**src/rtl/pipeline_reg_memwb_skid.sv**
```systemverilog
// MEM->WB pipeline register with a 2-entry skid buffer (head H, skid S) and registered in_ready.
// Optional forwarding taps are enabled by defining MEMWB_FWD_EN.
module pipeline_reg_memwb_skid #(
  parameter int unsigned XLEN       = 32,
  parameter int unsigned REG_ADDR_W = 5
) (
  input  logic                  clk,
  input  logic                  reset,
  input  logic                  flush,
  input  logic                  in_valid,
  output logic                  in_ready,
  input  logic [XLEN-1:0]       in_alu_out,
  input  logic [XLEN-1:0]       in_mem_out,
  input  logic [REG_ADDR_W-1:0] in_rd,
  input  logic                  in_mem_to_reg,
  input  logic                  in_write_enable,
  output logic                  out_valid,
  input  logic                  out_ready,
  output logic [XLEN-1:0]       out_alu_out,
  output logic [XLEN-1:0]       out_mem_out,
  output logic [XLEN-1:0]       out_wb_data,
  output logic [REG_ADDR_W-1:0] out_rd,
  output logic                  out_mem_to_reg,
  output logic                  out_write_enable
`ifdef MEMWB_FWD_EN
  ,
  output logic                  fwd_valid,
  output logic [REG_ADDR_W-1:0] fwd_rd,
  output logic [XLEN-1:0]       fwd_data
`endif
);

  typedef struct packed {
    logic                  valid;
    logic [XLEN-1:0]       alu;
    logic [XLEN-1:0]       mem;
    logic [REG_ADDR_W-1:0] rd;
    logic                  m2r;
    logic                  we;
  } entry_t;

  entry_t h_q, h_d, s_q, s_d, in_entry;
  logic   in_ready_q, in_ready_d;
  logic   accept, pop;

  assign accept = in_valid & in_ready_q;
  assign pop    = h_q.valid & out_ready;

  // Writes to x0 are squashed at capture so the strobe never needs an rd compare downstream.
  always_comb begin
    in_entry.valid = 1'b1;
    in_entry.alu   = in_alu_out;
    in_entry.mem   = in_mem_out;
    in_entry.rd    = in_rd;
    in_entry.m2r   = in_mem_to_reg;
    in_entry.we    = in_write_enable & (in_rd != '0);
  end

  always_comb begin
    h_d = h_q;
    s_d = s_q;
    if (flush) begin
      h_d.valid = 1'b0;
      s_d.valid = 1'b0;
    end else if (s_q.valid) begin
      // Full: in_ready is already low, so only a pop can change state.
      if (pop) begin
        h_d       = s_q;
        s_d.valid = 1'b0;
      end
    end else if (h_q.valid) begin
      if (pop && accept) begin
        h_d = in_entry;
      end else if (pop) begin
        h_d.valid = 1'b0;
      end else if (accept) begin
        s_d = in_entry;
      end
    end else if (accept) begin
      h_d = in_entry;
    end
    in_ready_d = ~s_d.valid;
  end

  always_ff @(posedge clk or negedge reset) begin
    if (!reset) begin
      h_q        <= '0;
      s_q        <= '0;
      in_ready_q <= 1'b1;
    end else begin
      h_q        <= h_d;
      s_q        <= s_d;
      in_ready_q <= in_ready_d;
    end
  end

  assign in_ready         = in_ready_q;
  assign out_valid        = h_q.valid;
  assign out_alu_out      = h_q.alu;
  assign out_mem_out      = h_q.mem;
  assign out_wb_data      = h_q.m2r ? h_q.mem : h_q.alu;
  assign out_rd           = h_q.rd;
  assign out_mem_to_reg   = h_q.m2r;
  assign out_write_enable = h_q.valid & h_q.we;

`ifdef MEMWB_FWD_EN
  assign fwd_valid = h_q.valid & h_q.we;
  assign fwd_rd    = h_q.rd;
  assign fwd_data  = out_wb_data;
`endif

endmodule

```
**config.mk**
```make
export PLATFORM = sky130hd
export DESIGN_NAME = pipeline_reg_memwb_skid
export DESIGN_NICKNAME = d
export VERILOG_FILES = /design/src/rtl/pipeline_reg_memwb_skid.sv
export SDC_FILE = /design/constraint.sdc
export NUM_CORES = 1
export LEC_CHECK = 0
export BUFFER_PORTS_ARGS = -buffer_cell sky130_fd_sc_hd__buf_4
export CAP_MARGIN = 20
export CORE_MARGIN = 5
export CORE_UTILIZATION = 48
export CTS_BUF_LIST = sky130_fd_sc_hd__clkbuf_8 sky130_fd_sc_hd__clkbuf_16
export DETAILED_ROUTE_END_ITERATION = 8
export PLACE_DENSITY_LB_ADDON = 0.08
export SYNTH_ARGS = -nofsm -noshare
export SYNTH_HDL_FRONTEND = slang
export SYNTH_SLANG_ARGS = --single-unit
export TNS_END_PERCENT = 5
```
**constraint.sdc**
```tcl
create_clock -name clk -period 1.5 [get_ports clk]
set_input_delay 0.225 -clock clk [delete_from_list [all_inputs] [get_ports clk]]
set_output_delay 0.225 -clock clk [all_outputs]
set_load 0.03 [all_outputs]
```
==> flow_metrics.py <==
metrics = {
    "outcome": {
        "run_status": "complete, but fails checks",
        "violated_checks": "negative setup slack",
    },
    "cells_and_area": {
        "largest_register_ffs": 72,
        "layout-drive-gt1-share_pct": 53.0,
        "mostFrequentLayoutCell": "sky130_fd_sc_hd__buf_4",
        "fin_cells": 829,
        "largest-register": "s_q",
        "final.fill_count": 1144,
        "layout-area-overhead-vs-synth_pct": 26.4,
        "area.sequential_um2": 3630,
        "num_antenna_cells": 0,
        "layout.nets": 709,
        "layout_common_cells": "sky130_fd_sc_hd__buf_4, sky130_fd_sc_hd__dfrtp_1, sky130_fd_sc_hd__mux2_4, sky130_fd_sc_hd__and2_1, sky130_fd_sc_hd__a221o_1",
        "multi_input_comb_area_um2": 2850,
    },
    "clocking": {
        "post_cts_buffers": 0,
        "number_of_h_tree_branching_levels": 4,
        "cts.root.buffer_cell": "sky130_fd_sc_hd__clkbuf_16",
        "clk_transition_reported_paths_ns": 0.06,
        "cts_max_path_buffers": 2,
        "tritoncts": "yes",
        "cts.sink_count": 145,
        "cts_buffers": 17,
        "clkLatencyLatePin_ns": 0.42,
    },
    "min_path": {
        "hold_class": "in2reg",
    },
    "synthesis": {
        "synth_largest_type_area_fraction_pct": 50.1,
        "synth_seq_area_share_pct": 50.5,
        "synth-warning-count": 0,
        "synth_cells": 517,
        "synth_area_leaders": "sky130_fd_sc_hd__dfrtp_1, sky130_fd_sc_hd__mux2_4, sky130_fd_sc_hd__a221o_1",
        "synthesis.area_um2": 7190,
        "yosysUniqueCellTypes": 27,
        "ys_seq_elements": 145,
        "synth_top_area_cell": "sky130_fd_sc_hd__dfrtp_1",
        "postSynthNetCount": 593,
        "synth_area_per_cell_um2": 13.9,
    },
    "power": {
        "ir_worst_vdd_mv": 0.841,
        "power.density_cell_area_nw_per_um2": 1640,
        "static-leakage-power_uw": 0.00461,
    },
    "critical_path": {
        "timing.setup.critical_path_class": "reg2reg",
        "crit_required_ns": 1.79,
        "cp.arrival_ns": 2.08,
        "critPathCaptureType": "flop",
        "startpoint_type": "flop",
        "critical_path.max_fanout": 43,
    },
    "floorplanning": {
        "num_rows": 44,
        "dieArea_um2": 17500,
        "start_util_pct": 49.1,
        "floorplan.core_area_um2": 14600,
        "top_level_ports": 181,
        "die_w_um": 132,
        "die_y_um": 132,
    },
    "drt": {
        "via_per_inst": 5.41,
        "drtPass1Iterations": 4,
        "initialDrtViolationCount": 250,
        "drc": 0,
        "postRouteWirelength_mm": 16.7,
        "drt-wirelength-per-cell_um": 20.1,
        "route.antenna.remaining_nets": 0,
        "detailroute.via_count": 4484,
    },
    "global_routing": {
        "grt_overflow_total": 0,
        "number_of_global_route_vias_before_repair": 4949,
        "grt_max_degree": 44,
        "grt_pass1_wl_mm": 27.1,
        "grtUsageTotal_pct": 19.2,
        "antenna_found_initial": 0,
    },
    "timing": {
        "timing.clock.skew_ns": 0.0121,
        "final-hold-violation-count": 0,
        "worst_slack_ns": -0.295,
        "period_share_pct": 120,
        "unrepaired_setup_endpoints_after_global_routing": "true",
        "final-setup-viol-count": 172,
        "worstMarginPinSlew_ns": 0.372,
        "relSlewSlack_pct": 75.2,
        "finalMaxSlewViolations": 0,
        "final.hold.worst_slack_ns": 0.0451,
        "clock.fmax_mhz": 557,
        "layout_min_cycle_time_ns": 1.79,
    },
    "job": {
        "drv_cap": 0,
    },
    "placement": {
        "io_buffer_count": 180,
        "pre_cts_slack_ns": -0.262,
        "finalWeightedCongestion": 0.767,
        "dpl.cell_count": 797,
        "dp.final_hpwl_mm": 11.1,
    },
}
final timing paths:
| path | startpoint | endpoint | slack (ns) | depth (start not counted) |
|---|---|---|---|---|
| min | in_mem_to_reg | out_mem_to_reg$_DFFE_PN0P_ | 0.05 | 2 |
| max | in_ready$_DFF_PN1_ | out_alu_out[4]$_DFFE_PN0P_ | -0.29 | 4 |
| max reg2reg | in_ready$_DFF_PN1_ | out_alu_out[4]$_DFFE_PN0P_ | -0.29 | 4 |
| min reg2reg | s_q[49]$_DFFE_PN0P_ | s_q[49]$_DFFE_PN0P_ | 0.50 | 1 |
| max in group asynchronous | reset | in_ready$_DFF_PN1_ | 0.61 | 3 |
| min in group asynchronous | reset | out_alu_out[7]$_DFFE_PN0P_ | 0.28 | 2 |
cells by family after synthesis:
family	synth area share [%]
multiplexers	19.7
AO/OA/AOI/OAI	10.6
buffers and inverters	11.8
AND/OR/NAND/NOR	7.44
flip-flops	50.5
synthesized netlist by cell type:
cell and number:
sky130_fd_sc_hd__buf_2 1, sky130_fd_sc_hd__buf_4 69, sky130_fd_sc_hd__dfrtp_1 144, sky130_fd_sc_hd__mux2_4 69, sky130_fd_sc_hd__and2_1 71, sky130_fd_sc_hd__dfstp_2 1
sky130_fd_sc_hd__a31oi_1 1, sky130_fd_sc_hd__a211o_2 1, sky130_fd_sc_hd__buf_12 7, sky130_fd_sc_hd__nor3b_2 1, sky130_fd_sc_hd__mux2_2 33, sky130_fd_sc_hd__nor2b_1 1
sky130_fd_sc_hd__or4_1 1, sky130_fd_sc_hd__or3_1 1, sky130_fd_sc_hd__o221ai_1 1, sky130_fd_sc_hd__and4b_1 2, sky130_fd_sc_hd__nand3b_4 1, sky130_fd_sc_hd__nand2_1 1
sky130_fd_sc_hd__buf_6 9, sky130_fd_sc_hd__clkbuf_1 19, sky130_fd_sc_hd__or3b_2 1, sky130_fd_sc_hd__nand2b_1 1, sky130_fd_sc_hd__a21oi_1 2, sky130_fd_sc_hd__inv_1 4
sky130_fd_sc_hd__mux2i_1 1, sky130_fd_sc_hd__a221o_1 71, sky130_fd_sc_hd__o21ai_0 3
layer usage:
layer	vias to the layer above	track usage [%]	share of wire [%]
met5	-	0	0
met4	0	5.08	0.85
met2	129	31.1	49
met1	2302	25.0	44
li1	2042	-	-
met3	11	6.38	6.4
critical path: stages, from the launching register on:
cell	delay, ns
sky130_fd_sc_hd__dfstp_2	0.55
sky130_fd_sc_hd__nand3b_4	0.12
sky130_fd_sc_hd__a221o_2	0.41
sky130_fd_sc_hd__buf_12	0.19
sky130_fd_sc_hd__a221o_1	0.37
report_power, final:
group / leakage, µW / switching [µW] / internal [µW] / total [µW]
Combinational: 0.00253 / 2520 / 2790 / 5310
Sequential: 0.00179 / 697 / 4940 / 5640
Clock: 0.000295 / 1520 / 2460 / 3980
Total: 0.00461 / 4730 / 10200 / 14900
timing repair:
item                       CTS  global route
pin swaps                   13             4
setup endpoints to repair  174           174
gates resized for setup     62             8
cloned                       0             0
hold endpoints to repair    29             0
hold buffers                 1             0
final cells by class:
class                   count  share of cell area [%]
inverters                   4                   0.165
clock inverters             9                   0.729
well taps                 184                    2.53
repair buffers            202                    19.9
multi-input cells         263                    31.3
clock buffers              22                    5.43
flip-flops and latches    145                    39.9
metrics by stage:
stage	util, %	TNS (ns)	area, µm²	total power, µW
after floorplan	-	-48.19	7190	9260
after global placement	56.5	-29.74	8270	10500
after detailed placement	56.5	-32.06	8270	10600
after global routing	62.1	-47.15	9100	15600
after CTS	61.9	-40.72	9070	15000
final	62.1	-40.04	9100	14900
(Power assumes the default switching activity.)
